$ cat config.mk
export PLATFORM = sky130hd
export DESIGN_NAME = writeback_scheduler
export DESIGN_NICKNAME = d
export VERILOG_FILES = /design/src/rtl/writeback_scheduler.sv
export SDC_FILE = /design/constraint.sdc
export NUM_CORES = 1
export LEC_CHECK = 0
export BUFFER_PORTS_ARGS = -buffer_cell sky130_fd_sc_hd__buf_2
export CAP_MARGIN = 20
export CORE_AREA = 3 3 156 158
export CTS_CLUSTER_SIZE = 24
export DETAILED_ROUTE_END_ITERATION = 10
export DIE_AREA = 0 0 159 161
export PLACE_DENSITY = 0.73
export SYNTH_ARGS = -nofsm -noshare
export SYNTH_HDL_FRONTEND = slang
export SYNTH_SLANG_ARGS = --single-unit
$ cat constraint.sdc
create_clock -name clk -period 9.2 [get_ports clk]
set_input_delay 0.92 -clock clk [delete_from_list [all_inputs] [get_ports clk]]
set_output_delay 0.92 -clock clk [all_outputs]
set_load 0.1 [all_outputs]
$ cat src/rtl/writeback_scheduler.sv
// Write-back arbiter: four one-entry holding buffers, round-robin onto one
// register-file write port, plus a per-register pending scoreboard.
module writeback_scheduler #(
  parameter int unsigned DATA_W = 32,
  parameter int unsigned ADDR_W = 4
) (
  input  logic                 clk,
  input  logic                 rst,
  input  logic [DATA_W-1:0]    load_move_logic_value,
  input  logic [ADDR_W-1:0]    load_move_logic_dest,
  input  logic                 load_move_logic_done,
  output logic                 load_move_logic_full,
  input  logic [DATA_W-1:0]    arithmetic_value,
  input  logic [ADDR_W-1:0]    arithmetic_dest,
  input  logic                 arithmetic_done,
  output logic                 arithmetic_full,
  input  logic [DATA_W-1:0]    slowArithmetic_value,
  input  logic [ADDR_W-1:0]    slowArithmetic_dest,
  input  logic                 slowArithmetic_done,
  output logic                 slowArithmetic_full,
  input  logic [DATA_W-1:0]    memory_value,
  input  logic [ADDR_W-1:0]    memory_dest,
  input  logic                 memory_done,
  output logic                 memory_full,
  input  logic                 issue_valid,
  input  logic [ADDR_W-1:0]    issue_dest,
  output logic                 rf_we,
  output logic [ADDR_W-1:0]    rf_waddr,
  output logic [DATA_W-1:0]    rf_wdata,
  output logic [(1<<ADDR_W)-1:0] reg_pending,
  output logic                 overflow
);
  localparam int unsigned NSRC = 4;
  localparam int unsigned NREG = 1 << ADDR_W;

  logic [DATA_W-1:0] in_value [NSRC];
  logic [ADDR_W-1:0] in_dest  [NSRC];
  logic [NSRC-1:0]   in_done;

  logic [NSRC-1:0]   buf_valid;
  logic [DATA_W-1:0] buf_data [NSRC];
  logic [ADDR_W-1:0] buf_dest [NSRC];
  logic [1:0]        ptr;

  logic [NSRC-1:0]   grant;
  logic [NSRC-1:0]   full;
  logic              gany;
  logic [1:0]        gidx;
  logic [1:0]        idx;
  logic [NREG-1:0]   pend_next;

  assign in_value[0] = load_move_logic_value;
  assign in_value[1] = arithmetic_value;
  assign in_value[2] = slowArithmetic_value;
  assign in_value[3] = memory_value;
  assign in_dest[0]  = load_move_logic_dest;
  assign in_dest[1]  = arithmetic_dest;
  assign in_dest[2]  = slowArithmetic_dest;
  assign in_dest[3]  = memory_dest;
  assign in_done     = {memory_done, slowArithmetic_done, arithmetic_done, load_move_logic_done};

  assign full                 = buf_valid & ~grant;
  assign load_move_logic_full = full[0];
  assign arithmetic_full      = full[1];
  assign slowArithmetic_full  = full[2];
  assign memory_full          = full[3];

  // Round-robin search starting just after the last granted source.
  always_comb begin
    grant = '0;
    gany  = 1'b0;
    gidx  = '0;
    idx   = '0;
    for (int k = 1; k <= int'(NSRC); k++) begin
      idx = ptr + 2'(k);
      if (!gany && buf_valid[idx]) begin
        gany = 1'b1;
        gidx = idx;
      end
    end
    if (gany) grant[gidx] = 1'b1;
  end

  // A new issue outranks a retiring write to the same register.
  always_comb begin
    pend_next = reg_pending;
    if (gany) pend_next[buf_dest[gidx]] = 1'b0;
    if (issue_valid) pend_next[issue_dest] = 1'b1;
  end

  always_ff @(posedge clk or posedge rst) begin
    if (rst) begin
      buf_valid   <= '0;
      ptr         <= 2'd3;
      rf_we       <= 1'b0;
      rf_waddr    <= '0;
      rf_wdata    <= '0;
      reg_pending <= '0;
      overflow    <= 1'b0;
      for (int i = 0; i < int'(NSRC); i++) begin
        buf_data[i] <= '0;
        buf_dest[i] <= '0;
      end
    end else begin
      for (int i = 0; i < int'(NSRC); i++) begin
        if (in_done[i] && !full[i]) begin
          buf_valid[i] <= 1'b1;
          buf_data[i]  <= in_value[i];
          buf_dest[i]  <= in_dest[i];
        end else if (grant[i]) begin
          buf_valid[i] <= 1'b0;
        end
      end
      if (|(in_done & full)) overflow <= 1'b1;
      rf_we <= gany;
      if (gany) begin
        ptr      <= gidx;
        rf_waddr <= buf_dest[gidx];
        rf_wdata <= buf_data[gidx];
      end
      reg_pending <= pend_next;
    end
  end
endmodule
# Word-level counts from Yosys, hierarchy flattened
# Index checks and enable logic that the tools add are counted.
[op_classes]
n_addsub = 3
magnitude_cmp = 11
n_mux = 39
n_bitwise = 7
reduce_logical = 22
[ops]
columns = ["op", "n"]
rows = [
  ["binary-select mux 32 bit (select 2 bit)", 1],
  ["2-to-1 mux 32 bit", 2],
  ["2-to-1 mux 16 bit", 2],
  ["2-to-1 mux 1 bit", 19],
  ["bitwise AND 16 bit", 1],
  ["inverter 16 bit", 1],
  ["OR 16 bit", 1],
  ["less-than comparator 2 x 3 -> 1 bit (second input constant)", 5],
  ["2-to-1 mux 4 bit", 3],
  ["logical AND 1 bit", 10],
  ["less-than comparator 4 x 5 -> 1 bit (second input constant)", 2],
  ["bitwise AND 4 bit", 2],
  ["binary-select mux 1 bit (select 2 bit)", 4],
  ["binary-select mux 4 bit (select 2 bit)", 1],
  ["demux 1 bit (select 4 bit)", 2],
  [">= comparator 4 x 1 -> 1 bit (second input constant)", 2],
  ["2-to-1 mux 2 bit", 4],
  ["nonzero test 2 bit", 4],
  ["logical NOT 1 bit", 7],
  ["adder 2 bit (second input constant)", 2],
  ["inverter 4 bit", 1],
  ["OR reduction 4 bit", 1],
  [">= comparator 3 bit (second input constant)", 1],
  ["inverter 2 -> 3 bit", 1],
  ["other kinds (3)", 3],
]
[word_totals]
reg_bits = 204
out_inout_bits = 58
word_cells = 100

# Logic depth before layout (Yosys ltp)
# Gate-level depths: netlist (run 1).
[logic_depth]
ltp_word = 26
mapped_depth = 9

# Least setup slack after synthesis (run 1)
# OpenSTA, ideal clock, no wires.
[synth_timing]
path_kind = "register -> output"
start = "register ptr[1]"
end = "output port memory_full"
arrival_time_ps = 1998
required_time_ps = 8280
setup_slack_ps = 6282
stages_incl_launch_ff = 6
cell_sequence = "dfstp_2 -> mux2i_1 -> o22ai_2 -> a21oi_4 -> o21ai_1 -> inv_1"
[synth_via]
elab_chain_cells = 20
[synth_lines]
columns = ["element", "line_no", "source"]
rows = [
  ["from (decl)", "43", "logic [1:0] ptr;"],
  ["from (signal assigned)", "117", "ptr <= gidx;"],
  ["adder 2 x 1 -> 2 bit", "75", "idx = ptr + 2'(k);"],
  ["binary-select mux 1 bit (select 2 bit)", "76", "if (!gany && buf_valid[idx]) begin"],
  ["2-to-1 mux 1 bit (implied by the code)", "76", ""],
  ["2-to-1 mux 1 bit", "76", ""],
  ["logical NOT 1 bit", "76", ""],
  ["logical AND 1 bit", "76", ""],
  ["2-to-1 mux 1 bit", "76", ""],
  ["logical NOT 1 bit", "76", ""],
  ["[... 4 more ...]", "-", ""],
  ["2-to-1 mux 2 bit", "76", ""],
  ["less-than comparator 2 x 3 -> 1 bit (implied by the code) / >= comparator 2 x 1 -> 1 bit (equally long branches)", "81", "if (gany) grant[gidx] = 1'b1;"],
  ["logical AND 1 bit (implied by the code)", "81", ""],
  ["2-to-1 mux 1 bit (implied by the code)", "81", ""],
  ["demux 1 bit (select 2 bit)", "81", ""],
  ["2-to-1 mux 4 bit *", "81", ""],
  ["inverter 4 bit *", "62", "assign full = buf_valid & ~grant;"],
  ["bitwise AND 4 bit *", "62", ""],
  ["to (decl)", "24", "output logic memory_full,"],
]
# Mark *: on every way between the ends. The rest lies on a longest branch, timed or not. The select of a mux whose other input is x is not followed.

# Worst setup path in the final report (run 1)
[layout_timing]
start = "register ptr[1]"
end = "output port load_move_logic_full"
[layout_via]
elab_chain_cells = 20
[layout_lines]
columns = ["element", "line_no", "source"]
rows = [
  ["adder 2 x 1 -> 2 bit", "75", ""],
  ["binary-select mux 1 bit (select 2 bit)", "76", ""],
  ["2-to-1 mux 1 bit (implied by the code)", "76", ""],
  ["2-to-1 mux 1 bit", "76", ""],
  ["logical NOT 1 bit", "76", ""],
  ["logical AND 1 bit", "76", ""],
  ["2-to-1 mux 1 bit", "76", ""],
  ["logical NOT 1 bit", "76", ""],
  ["[... 4 more ...]", "-", ""],
  ["2-to-1 mux 2 bit", "76", ""],
  ["less-than comparator 2 x 3 -> 1 bit (implied by the code) / >= comparator 2 x 1 -> 1 bit (equally long branches)", "81", ""],
  ["logical AND 1 bit (implied by the code)", "81", ""],
  ["2-to-1 mux 1 bit (implied by the code)", "81", ""],
  ["demux 1 bit (select 2 bit)", "81", ""],
  ["2-to-1 mux 4 bit *", "81", ""],
  ["inverter 4 bit *", "62", ""],
  ["bitwise AND 4 bit *", "62", ""],
  ["to (decl)", "12", "output logic load_move_logic_full,"],
]
# Marks and branches as above.

==> results of run 1 <==
## final cells by class
| cell class | instances | area, sq um |
|---|---|---|
| Sequential cell | 204 | 5110 |
| Multi-Input combinational cell | 474 | 3590 |
| Fill cell | 2189 | 12200 |
| Tap cell | 319 | 399 |
| Timing Repair Buffer | 219 | 1130 |
| Inverter | 13 | 56.3 |
| Clock inverter | 7 | 63.8 |
| Clock buffer | 35 | 671 |
## cell usage after synthesis, types with 5 or more instances
library cell	number
sky130_fd_sc_hd__nor3_1	17
sky130_fd_sc_hd__o22ai_1	7
sky130_fd_sc_hd__nor4b_1	5
sky130_fd_sc_hd__buf_1	6
sky130_fd_sc_hd__mux2_2	127
sky130_fd_sc_hd__nand3_1	36
sky130_fd_sc_hd__clkbuf_1	22
sky130_fd_sc_hd__nand2_1	65
sky130_fd_sc_hd__inv_1	12
sky130_fd_sc_hd__mux2_1	19
sky130_fd_sc_hd__dfrtp_1	202
sky130_fd_sc_hd__a221o_1	17
sky130_fd_sc_hd__o221a_2	15
sky130_fd_sc_hd__nand2b_1	7
sky130_fd_sc_hd__mux2i_1	10
sky130_fd_sc_hd__o21ai_0	18
sky130_fd_sc_hd__nor2_1	49
sky130_fd_sc_hd__o2bb2ai_1	7
sky130_fd_sc_hd__a21oi_1	33
sky130_fd_sc_hd__buf_2	16
sky130_fd_sc_hd__o21ai_1	6
## kinds of logic (layout without fill, tap and decap cells)
group | count (synthesis) | in the layout | synth area share [%]
flip-flops | 204 | 204 | 57.0
AND/OR/NAND/NOR | 197 | 197 | 10.1
multiplexers | 159 | 159 | 19.9
AO/OA/AOI/OAI | 118 | 118 | 9.70
buffers and inverters | 62 | 274 | 3.28
## routing by layer
| metal | track usage (%) | vias to the layer above | part of all wire (%) |
|---|---|---|---|
| met5 | 0 | - | 0.15 |
| met4 | 3.46 | 8 | 1.2 |
| met3 | 4.69 | 30 | 6.6 |
| met2 | 29.9 | 174 | 49 |
| met1 | 23.5 | 3206 | 43 |
| li1 | - | 3064 | - |
## cells in the final DEF, fill, tap and decap left out, types with 18 or more instances in the layout
cell type,instances
sky130_fd_sc_hd__a21oi_1,33
sky130_fd_sc_hd__buf_2,212
sky130_fd_sc_hd__clkbuf_16,23
sky130_fd_sc_hd__dfrtp_1,202
sky130_fd_sc_hd__mux2_1,19
sky130_fd_sc_hd__mux2_2,127
sky130_fd_sc_hd__nand2_1,64
sky130_fd_sc_hd__nand3_1,36
sky130_fd_sc_hd__nor2_1,48
sky130_fd_sc_hd__o21ai_0,18
## state kept, by name (all words and copies together), names as in the netlist
name,flops
buf_data,128
buf_dest,16
buf_valid,4
overflow,1
ptr,2
reg_pending,16
rf_waddr,4
rf_wdata,32
rf_we,1
## stage by stage
stage                     setup slack [ps]  instance area [sq um]  cells
after CTS                             4920                  11000   1270
final                                 4970                  11000   1271
after floorplan                       2720                   8970    740
after global routing                  4760                  11000   1271
after global placement                5500                  10300   1228
after detailed placement              5460                  10300   1228
## worst max-delay path, stage by stage (launching register included)
cell and delay [ps]:
sky130_fd_sc_hd__dfstp_2 610, sky130_fd_sc_hd__nor2b_1 60, sky130_fd_sc_hd__o21ai_1 330, sky130_fd_sc_hd__a21o_2 570, sky130_fd_sc_hd__buf_4 480, sky130_fd_sc_hd__o21ai_1 200, sky130_fd_sc_hd__inv_1 100, sky130_fd_sc_hd__buf_2 430
## worst max path at each step
stage,to,depth (start not counted)
after floorplan,buf_data[0],1
after global routing,load_move_logic_full,7
final,load_move_logic_full,7
after CTS,load_move_logic_full,7
after global placement,load_move_logic_full,7
after detailed placement,load_move_logic_full,7
==> results.txt, run 1 <==
----------------------------------------------------
[Clock network]
  Hold-fix buffers at CTS ... 0
  Source-to-sink clock delay at the later pin of the worst-skew pair ... 510 ps
  Clk sink count ... 204
  Clock transition at the registers of the reported paths ... 60 ps
  CTS Root Cell ... sky130_fd_sc_hd__clkbuf_16
  Number of gates resized after cts ... 0
  H-Tree Depth ... 1
  Post-CTS Setup Repair Bufs ... 0
  Buffer depth of the longest clock path ... 3
  Cts bufs inserted ... 23
  Clock tree from TritonCTS ... built

[Worst hold path]
  Hold path depth ... 2
  Hold Crit Start ... rf_waddr[1]
  End point of the worst hold path ... rf_waddr[1]
  Hold Path Class ... register to register

[Placed design]
  PortBufs ... 212
  Detailed placement HPWL ... 15500 um
  Final weighted congestion in routability-driven placement ... 0.785

[Detailed routing]
  Per-cell via count in the routed design ... 5.10
  Total vias in the final route ... 6482
  Drt drc ... 0
  Average routed wire per standard cell ... 18.3 um
  Antenna Nets Post-Route ... 0
  DR pass1 iterations ... 4
  1st-iter DRT viols ... 394
  Routed Wire Length ... 23200 um

[Final layout]
  Layout cell share with drive strength beyond 1 ... 43.9%
  Area growth from synthesis to final layout ... 22.8%
  Final core utilization ... 47.3%
  Inserted Diodes ... 0
  Layout Nets ... 1090

[STA]
  Fin crit period ... 4230 ps
  Unrepaired setup endpoints after global routing ... false
  Post-route clock skew ... 16.7 ps
  Hold violation total from the final report ... 0
  Maximum achievable frequency ... 236 MHz
  Worst rel slew slack ... 30.6%
  Number of pins with negative max-slew slack in the final report ... 0
  Count of final setup violators ... 0
  Slew at the pin closest to its max-slew limit ... 1040 ps
  Smallest hold slack ... 460 ps
  Fin crit share ... 46.0%
  Total negative slack ... 0 ps

[Synth]
  Async SR Flop Fraction ... 100%
  Cell count after synthesis ... 740
  Total standard cell area after synthesis ... 8970 sq um
  Most used flip-flop cell after synthesis ... sky130_fd_sc_hd__dfrtp_1
  Flop and latch count out of synthesis ... 204
  Sequential fraction of the synthesis area ... 57.0%
  Post-synthesis cell type with the largest combined area ... sky130_fd_sc_hd__dfrtp_1
  Syn nets ... 895
  Biggest area contributors in the synthesized netlist ... sky130_fd_sc_hd__dfrtp_1 56%, sky130_fd_sc_hd__mux2_2 16%, sky130_fd_sc_hd__nand2_1 2.7%, sky130_fd_sc_hd__mux2_1 2.4%, sky130_fd_sc_hd__nor2_1 2.1%
  Top cell type's share of synthesized area ... 56.4%
  Count of different cell masters after synthesis ... 46
  Warnings from Yosys ... 0
  Synth Area per Inst ... 12.1 sq um
  EDFF count, synth ... 0

[GRT]
  Remaining Overflow, GRT ... 0
  First-pass GRT wire length ... 36800 um
  Vias in the first global route ... 6717
  Largest net degree at the start of global routing ... 127
  Global router's overall resource usage ... 17.8%
  Antenna violations before repair ... 4

[Setup path]
  Arrival time of data at the critical path endpoint ... 3310 ps
  Required arrival time at the worst endpoint ... 8280 ps
  Worst Setup Path Type ... register to output port
  Launch point of the critical path ... ptr[1]
  R2R depth ... 7
  Launching point of the worst reg2reg path ... ptr[1]
  Type of element launching the critical path ... register
  Nature of the critical path endpoint ... output port
  Register-to-Register Setup Slack ... 5620 ps
  Reg2Reg Capture Point ... buf_data[127]
  Maximum fanout along the worst path ... 37

[Floorplanning]
  Vertical die dimension ... 161 um
  Area enclosed by the die boundary ... 25600 sq um
  Core area ... 23300 sq um
  Number of standard-cell rows in the floorplan ... 56
  I/O pin count ... 213
  Die outline width ... 159 um
  Initial Utilization ... 38.5%

[Run status]
  Status ... finished clean

[Run]
  Max-cap violations ... 0

----------------------------------------------------
Power of run 1 is not shown: default switching activity piles up to over one toggle a cycle in this logic, so the estimate is an artifact.
==> inputs of run 2 (changes only) <==
--- a/config.mk
+++ b/config.mk
@@ -11,7 +11,7 @@
 export CTS_CLUSTER_SIZE = 24
 export DETAILED_ROUTE_END_ITERATION = 10
 export DIE_AREA = 0 0 159 161
-export PLACE_DENSITY = 0.73
+export PLACE_DENSITY = 0.75
 export SYNTH_ARGS = -nofsm -noshare
 export SYNTH_HDL_FRONTEND = slang
 export SYNTH_SLANG_ARGS = --single-unit
==> constraint.sdc (replaced) <==
create_clock -name clk -period 3.5 [get_ports clk]
set_input_delay 0.35 -clock clk [delete_from_list [all_inputs] [get_ports clk]]
set_output_delay 0.35 -clock clk [all_outputs]
set_load 0.1 [all_outputs]
==> run 2 against run 1 <==
  * Critical path depth down 2
  * Worst hold slack lost 410 ps
  * Register-to-register slack got worse by 5200 ps
  * Largest cell class unchanged
==> results.txt, run 2 (same netlist as run 1, synthesis figures left out) <==
----------------------------------------------------
[Setup path]
  Arrival time of data at the critical path endpoint ... 2860 ps
  Top delay family on crit path ... compound AO/OA/AOI/OAI gates
  R2R depth ... 6
  Register-to-Register Setup Slack ... 470 ps
  Reg2Reg Capture Point ... reg_pending[1]
  Maximum fanout along the worst path ... 15
  Buffers plus inverters on the worst setup path ... 2
  Nature of the critical path endpoint ... output port
  Worst Setup Path Type ... register to output port
  Type of element launching the critical path ... register
  Launching point of the worst reg2reg path ... ptr[0]
  Required arrival time at the worst endpoint ... 3150 ps
  Crit-path slowest cell ... sky130_fd_sc_hd__o31ai_4
  Crit path largest cell delay ... 750 ps
  List of cells traversed by the critical path ... and3b_1, o31ai_4, o21ai_1, inv_1, buf_2

[STA]
  Unrepaired setup endpoints after global routing ... false
  Worst rel slew slack ... 40.1%
  Hold violation total from the final report ... 0
  Maximum achievable frequency ... 312 MHz
  Count of final setup violators ... 0
  Number of pins with negative max-slew slack in the final report ... 0
  Fin crit period ... 3210 ps
  Total negative slack ... 0 ps
  Post-route clock skew ... 9.74 ps
  Smallest hold slack ... 50.7 ps
  Fin crit share ... 91.7%
  Slew at the pin closest to its max-slew limit ... 873 ps

[Final layout]
  Most common library cell in the layout ignoring fill and taps ... sky130_fd_sc_hd__buf_2
  Number of flip-flops under the largest register name ... 128
  Layout Nets ... 1101
  Most flop-heavy register ... buf_data
  Area growth from synthesis to final layout ... 24.4%
  Layout cell share with drive strength beyond 1 ... 44.8%
  Inserted Diodes ... 0
  Top library cells by usage in the layout, fill and taps aside ... 212 x sky130_fd_sc_hd__buf_2, 202 x sky130_fd_sc_hd__dfrtp_1, 127 x sky130_fd_sc_hd__mux2_2
  Largest registers ... buf_data: 128 flops, rf_wdata: 32 flops

[GRT]
  Largest net degree at the start of global routing ... 84
  First-pass GRT wire length ... 38100 um
  Remaining Overflow, GRT ... 0
  Antenna violations before repair ... 1
  Vias in the first global route ... 6838
  Global router's overall resource usage ... 18.5%

[Detailed routing]
  DR pass1 iterations ... 5
  Highest signal layer in the routed design ... met5
  Drt drc ... 0
  1st-iter DRT viols ... 339
  Total vias in the final route ... 6639
  Routed wl met2 ... 12000 um
  Routed Wire Length ... 24300 um
  Met3 Routed Length ... 1720 um
  Per-cell via count in the routed design ... 5.18
  Antenna Nets Post-Route ... 0
  Average routed wire per standard cell ... 19.0 um
  Routed metal-1 wire length ... 10100 um

[Clock network]
  CTS Root Cell ... sky130_fd_sc_hd__clkbuf_16
  Buffer depth of the longest clock path ... 3
  Clk sink count ... 204
  Clock transition at the registers of the reported paths ... 60 ps
  Cts bufs inserted ... 24
  Clock tree from TritonCTS ... built
  H-Tree Depth ... 1
  Source-to-sink clock delay at the later pin of the worst-skew pair ... 510 ps
  Post-CTS Setup Repair Bufs ... 0
  Number of gates resized after cts ... 0

[Placed design]
  PortBufs ... 212
  Final weighted congestion in routability-driven placement ... 0.801
  Detailed placement HPWL ... 16000 um

[Worst hold path]
  Hold Crit Start ... slowArithmetic_value[1]
  Hold path depth ... 2
  Hold Path Class ... input port to register
  End point of the worst hold path ... buf_data[33]

[Floorplanning]
  Core area ... 23300 sq um
  Vertical die dimension ... 161 um
  Number of standard-cell rows in the floorplan ... 56
  Initial Utilization ... 38.5%
  Die outline width ... 159 um
  Area enclosed by the die boundary ... 25600 sq um
  I/O pin count ... 213

[Run]
  Max-cap violations ... 0

[Run status]
  Status ... finished clean

----------------------------------------------------
## run 2: area by class of cell
cell class | instances | area [sq um]
tap | 319 | 399
timing repair buffer | 229 | 1240
sequential | 204 | 5110
clock inverter | 11 | 86.3
fill | 2167 | 12100
clock buffer | 31 | 678
multi-input combinational | 474 | 3590
inverter | 13 | 52.6
## run 2: worst max path at each step
stage | from | end | slack [ps] | cells past startpoint
after floorplan | rst | buf_data[0] | 510 | 1
after global routing | ptr[0] | memory_full | 160 | 5
final | ptr[0] | memory_full | 290 | 5
after detailed placement | ptr[0] | reg_pending[1] | 550 | 6
after global placement | ptr[0] | reg_pending[5] | 630 | 6
after CTS | ptr[0] | memory_full | 260 | 5
## run 2: stage by stage
step	instance area (sq um)	std cells	utilization (%)	setup slack (ps)
detailed placement	10400	1238	44.6	547
finish	11200	1281	48.0	291
CTS	11200	1281	48.0	258
global placement	10400	1238	44.6	630
floorplan	8970	740	-	507
global route	11200	1281	48.0	162
## run 2: what timing repair did
action | in CTS | in global routing
setup endpoints to repair | 0 | 0
hold buffers | 1 | 0
endpoints found under the hold margin | 18 | 0
## run 2: metal layers
metal  vias up  global-route usage, %
met5         -                      0
met4         2                   4.62
met3        35                   4.54
met2       246                   31.5
met1      3286                   24.0
li1       3070                      -
Power of run 2 is left out for the same reason.
==> inputs of run 3 (changes only) <==
--- a/config.mk
+++ b/config.mk
@@ -5,12 +5,13 @@
 export SDC_FILE = /design/constraint.sdc
 export NUM_CORES = 1
 export LEC_CHECK = 0
+export ABC_AREA = 1
 export BUFFER_PORTS_ARGS = -buffer_cell sky130_fd_sc_hd__buf_2
 export CAP_MARGIN = 20
-export CORE_AREA = 3 3 156 158
+export CORE_AREA = 3 3 160 162
 export CTS_CLUSTER_SIZE = 24
 export DETAILED_ROUTE_END_ITERATION = 10
-export DIE_AREA = 0 0 159 161
+export DIE_AREA = 0 0 163 165
 export PLACE_DENSITY = 0.75
 export SYNTH_ARGS = -nofsm -noshare
 export SYNTH_HDL_FRONTEND = slang
==> run 3 against run 2 <==
  * Via count up 24%
  * Register-to-register slack worse by 150 ps
  * Largest cell class unchanged
  * Cell area up 4.1%
  * Global-route usage up 3.1 points
  * Synthesized cell count up 47%
  * Worst setup slack worse by 79 ps
  * Area after synthesis up 5.8%
  * The run now ends with hold timing left
  * Cell count up 27%
==> results.txt, run 3 <==
----------------------------------------------------
[Final layout]
  Layout cell share with drive strength beyond 1 ... 26.4%
  Area growth from synthesis to final layout ... 22.4%
  Number of flip-flops under the largest register name ... 128
  Top library cells by usage in the layout, fill and taps aside ... 306 x sky130_fd_sc_hd__nand2_1, 208 x sky130_fd_sc_hd__buf_2, 202 x sky130_fd_sc_hd__dfrtp_1
  Final core utilization ... 47.9%
  Largest registers ... buf_data: 128 flops, rf_wdata: 32 flops
  Layout Nets ... 1440
  Most common library cell in the layout ignoring fill and taps ... sky130_fd_sc_hd__nand2_1
  Most flop-heavy register ... buf_data

[Setup path]
  Reg2Reg Capture Point ... rf_wdata[19]
  Crit path largest cell delay ... 680 ps
  Arrival time of data at the critical path endpoint ... 2940 ps
  Worst Setup Path Type ... register to output port
  Crit-path slowest cell ... sky130_fd_sc_hd__dfstp_2
  Maximum fanout along the worst path ... 39
  Register-to-Register Setup Slack ... 320 ps
  Buffers plus inverters on the worst setup path ... 5
  List of cells traversed by the critical path ... inv_4, nand2_1, nand2_1, nand2_1, nand2_4, inv_2, nand3_4, nand3_4, buf_6, o21ai_4, inv_1, clkbuf_4
  Top delay family on crit path ... buffers and inverters
  Launching point of the worst reg2reg path ... ptr[0]
  Required arrival time at the worst endpoint ... 3150 ps
  Type of element launching the critical path ... register
  R2R depth ... 11
  Nature of the critical path endpoint ... output port
  Cell occurring most often along the worst timing path ... sky130_fd_sc_hd__nand2_1

[Placed design]
  Final weighted congestion in routability-driven placement ... 0.898
  Detailed placement HPWL ... 20000 um
  PortBufs ... 212

[Run status]
  Status ... complete, but fails checks
  Failing checks ... hold timing

[STA]
  Worst rel slew slack ... 35.1%
  Hold violation total from the final report ... 5
  Count of final setup violators ... 0
  Post-route clock skew ... 7.26 ps
  Unrepaired setup endpoints after global routing ... false
  Fin crit share ... 93.9%
  Total negative slack ... 0 ps
  Fin crit period ... 3290 ps
  Number of pins with negative max-slew slack in the final report ... 0
  Maximum achievable frequency ... 304 MHz
  Slew at the pin closest to its max-slew limit ... 974 ps
  Smallest hold slack ... -8.11 ps

[Run]
  Max-cap violations ... 0

[Synth]
  EDFF count, synth ... 0
  Synth Area per Inst ... 8.70 sq um
  Count of different cell masters after synthesis ... 36
  Cell count after synthesis ... 1090
  Async SR Flop Fraction ... 100%
  Biggest area contributors in the synthesized netlist ... sky130_fd_sc_hd__dfrtp_1 53%, sky130_fd_sc_hd__nand2_1 12%, sky130_fd_sc_hd__nand3_1 6.8%, sky130_fd_sc_hd__inv_1 3.3%, sky130_fd_sc_hd__a21oi_1 2.9%
  Top cell type's share of synthesized area ... 53.3%
  Most used flip-flop cell after synthesis ... sky130_fd_sc_hd__dfrtp_1
  Flop and latch count out of synthesis ... 204
  Total standard cell area after synthesis ... 9490 sq um
  Warnings from Yosys ... 0
  Syn nets ... 1245
  Most common library cells after synthesis ... 309 x sky130_fd_sc_hd__nand2_1, 202 x sky130_fd_sc_hd__dfrtp_1, 129 x sky130_fd_sc_hd__nand3_1, 84 x sky130_fd_sc_hd__inv_1, 61 x sky130_fd_sc_hd__nor2_1
  Sequential fraction of the synthesis area ... 53.8%
  Most instantiated library cell after synthesis ... sky130_fd_sc_hd__nand2_1
  Post-synthesis cell type with the largest combined area ... sky130_fd_sc_hd__dfrtp_1

[Clock network]
  CTS Root Cell ... sky130_fd_sc_hd__clkbuf_16
  Cts bufs inserted ... 23
  Post-CTS Setup Repair Bufs ... 0
  Clk sink count ... 204
  H-Tree Depth ... 1
  Buffer depth of the longest clock path ... 3
  Hold-fix buffers at CTS ... 0
  Clock transition at the registers of the reported paths ... 60 ps
  Source-to-sink clock delay at the later pin of the worst-skew pair ... 500 ps
  Clock tree from TritonCTS ... built

[Floorplanning]
  Core area ... 24200 sq um
  Area enclosed by the die boundary ... 26900 sq um
  Number of standard-cell rows in the floorplan ... 57
  Vertical die dimension ... 165 um
  Die outline width ... 163 um
  I/O pin count ... 213
  Initial Utilization ... 39.1%

[Detailed routing]
  Total vias in the final route ... 8243
  Antenna Nets Post-Route ... 0
  Per-cell via count in the routed design ... 5.07
  1st-iter DRT viols ... 434
  Drt drc ... 0
  Average routed wire per standard cell ... 17.9 um
  DR pass1 iterations ... 5
  Routed Wire Length ... 29100 um

[GRT]
  Vias in the first global route ... 8396
  Largest net degree at the start of global routing ... 129
  First-pass GRT wire length ... 45400 um
  Remaining Overflow, GRT ... 0
  Antenna violations before repair ... 2
  Global router's overall resource usage ... 21.6%

[Worst hold path]
  Hold Path Class ... input port to async pin

----------------------------------------------------
-- run 3: cell count changes after synthesis, moves of 28 or more --
cell	delta
sky130_fd_sc_hd__nand2_1	+244
sky130_fd_sc_hd__mux2_2	-127
sky130_fd_sc_hd__nand3_1	+93
sky130_fd_sc_hd__inv_1	+72
sky130_fd_sc_hd__o221ai_1	+28
-- run 3: worst register-to-register path, delay by kind of cell, from the launching register on --
kind | cells | cell delay (ps)
and+or+nand+nor | 4 | 540
AOI/OAI and AO/OA | 3 | 670
buffers and inverters | 4 | 1140
DFF | 1 | 680
-- run 3: logic make-up (layout without fill, tap and decap cells) --
kind of cell,Yosys count,in the layout,synth area share (%)
buffers and inverters,161,371,7.57
flip-flops,204,204,53.8
other,0,1,0
AND/OR/NAND/NOR,572,572,28.0
AO/OA/AOI/OAI,153,153,10.6
-- run 3: what timing repair did --
| action | 4_1_cts | 5_1_grt |
|---|---|---|
| endpoints found under the setup margin | 2 | 3 |
| gates resized for setup | 2 | 3 |
| pin swaps | 0 | 0 |
| cloned | 0 | 0 |
-- run 3: layout make-up --
| class | count | area [sq um] |
|---|---|---|
| Sequential cell | 204 | 5110 |
| Tap cell | 324 | 405 |
| Inverter | 94 | 362 |
| Clock inverter | 5 | 100 |
| Multi-Input combinational cell | 725 | 3670 |
| Antenna cell | 1 | 2.50 |
| Clock buffer | 35 | 681 |
| Fill cell | 2371 | 12600 |
| Timing Repair Buffer | 237 | 1290 |
-- run 3: through the flow --
stage	hold slack, ps	cell area, sq um	std cells	setup slack [ps]
after floorplan	434	9490	1090	507
after global placement	448	10800	1584	428
after detailed placement	452	10800	1584	383
after CTS	64.2	11600	1624	81.6
after global routing	84.2	11600	1625	11.8
final	-8.11	11600	1625	212
-- run 3: worst max path at each step --
stage,startpoint,end,slack [ps],depth (start not counted)
2_1_floorplan,rst,buf_data[0],510,1
3_3_place_gp,ptr[0],rf_wdata[15],430,11
3_5_place_dp,ptr[0],rf_wdata[19],380,11
4_1_cts,ptr[0],load_move_logic_full,80,13
5_1_grt,ptr[0],arithmetic_full,10,12
6_report,ptr[0],arithmetic_full,210,12
-- run 3: layer usage --
metal / track usage, % / part of all wire [%] / vias to the layer above
met4: 6.69 / 2.9 / 2
met5: 0 / 0.024 / -
met3: 3.49 / 5.6 / 58
li1: - / - / 3959
met1: 28.8 / 43 / 3953
met2: 36.4 / 48 / 271
Power of run 3 is left out for the same reason.
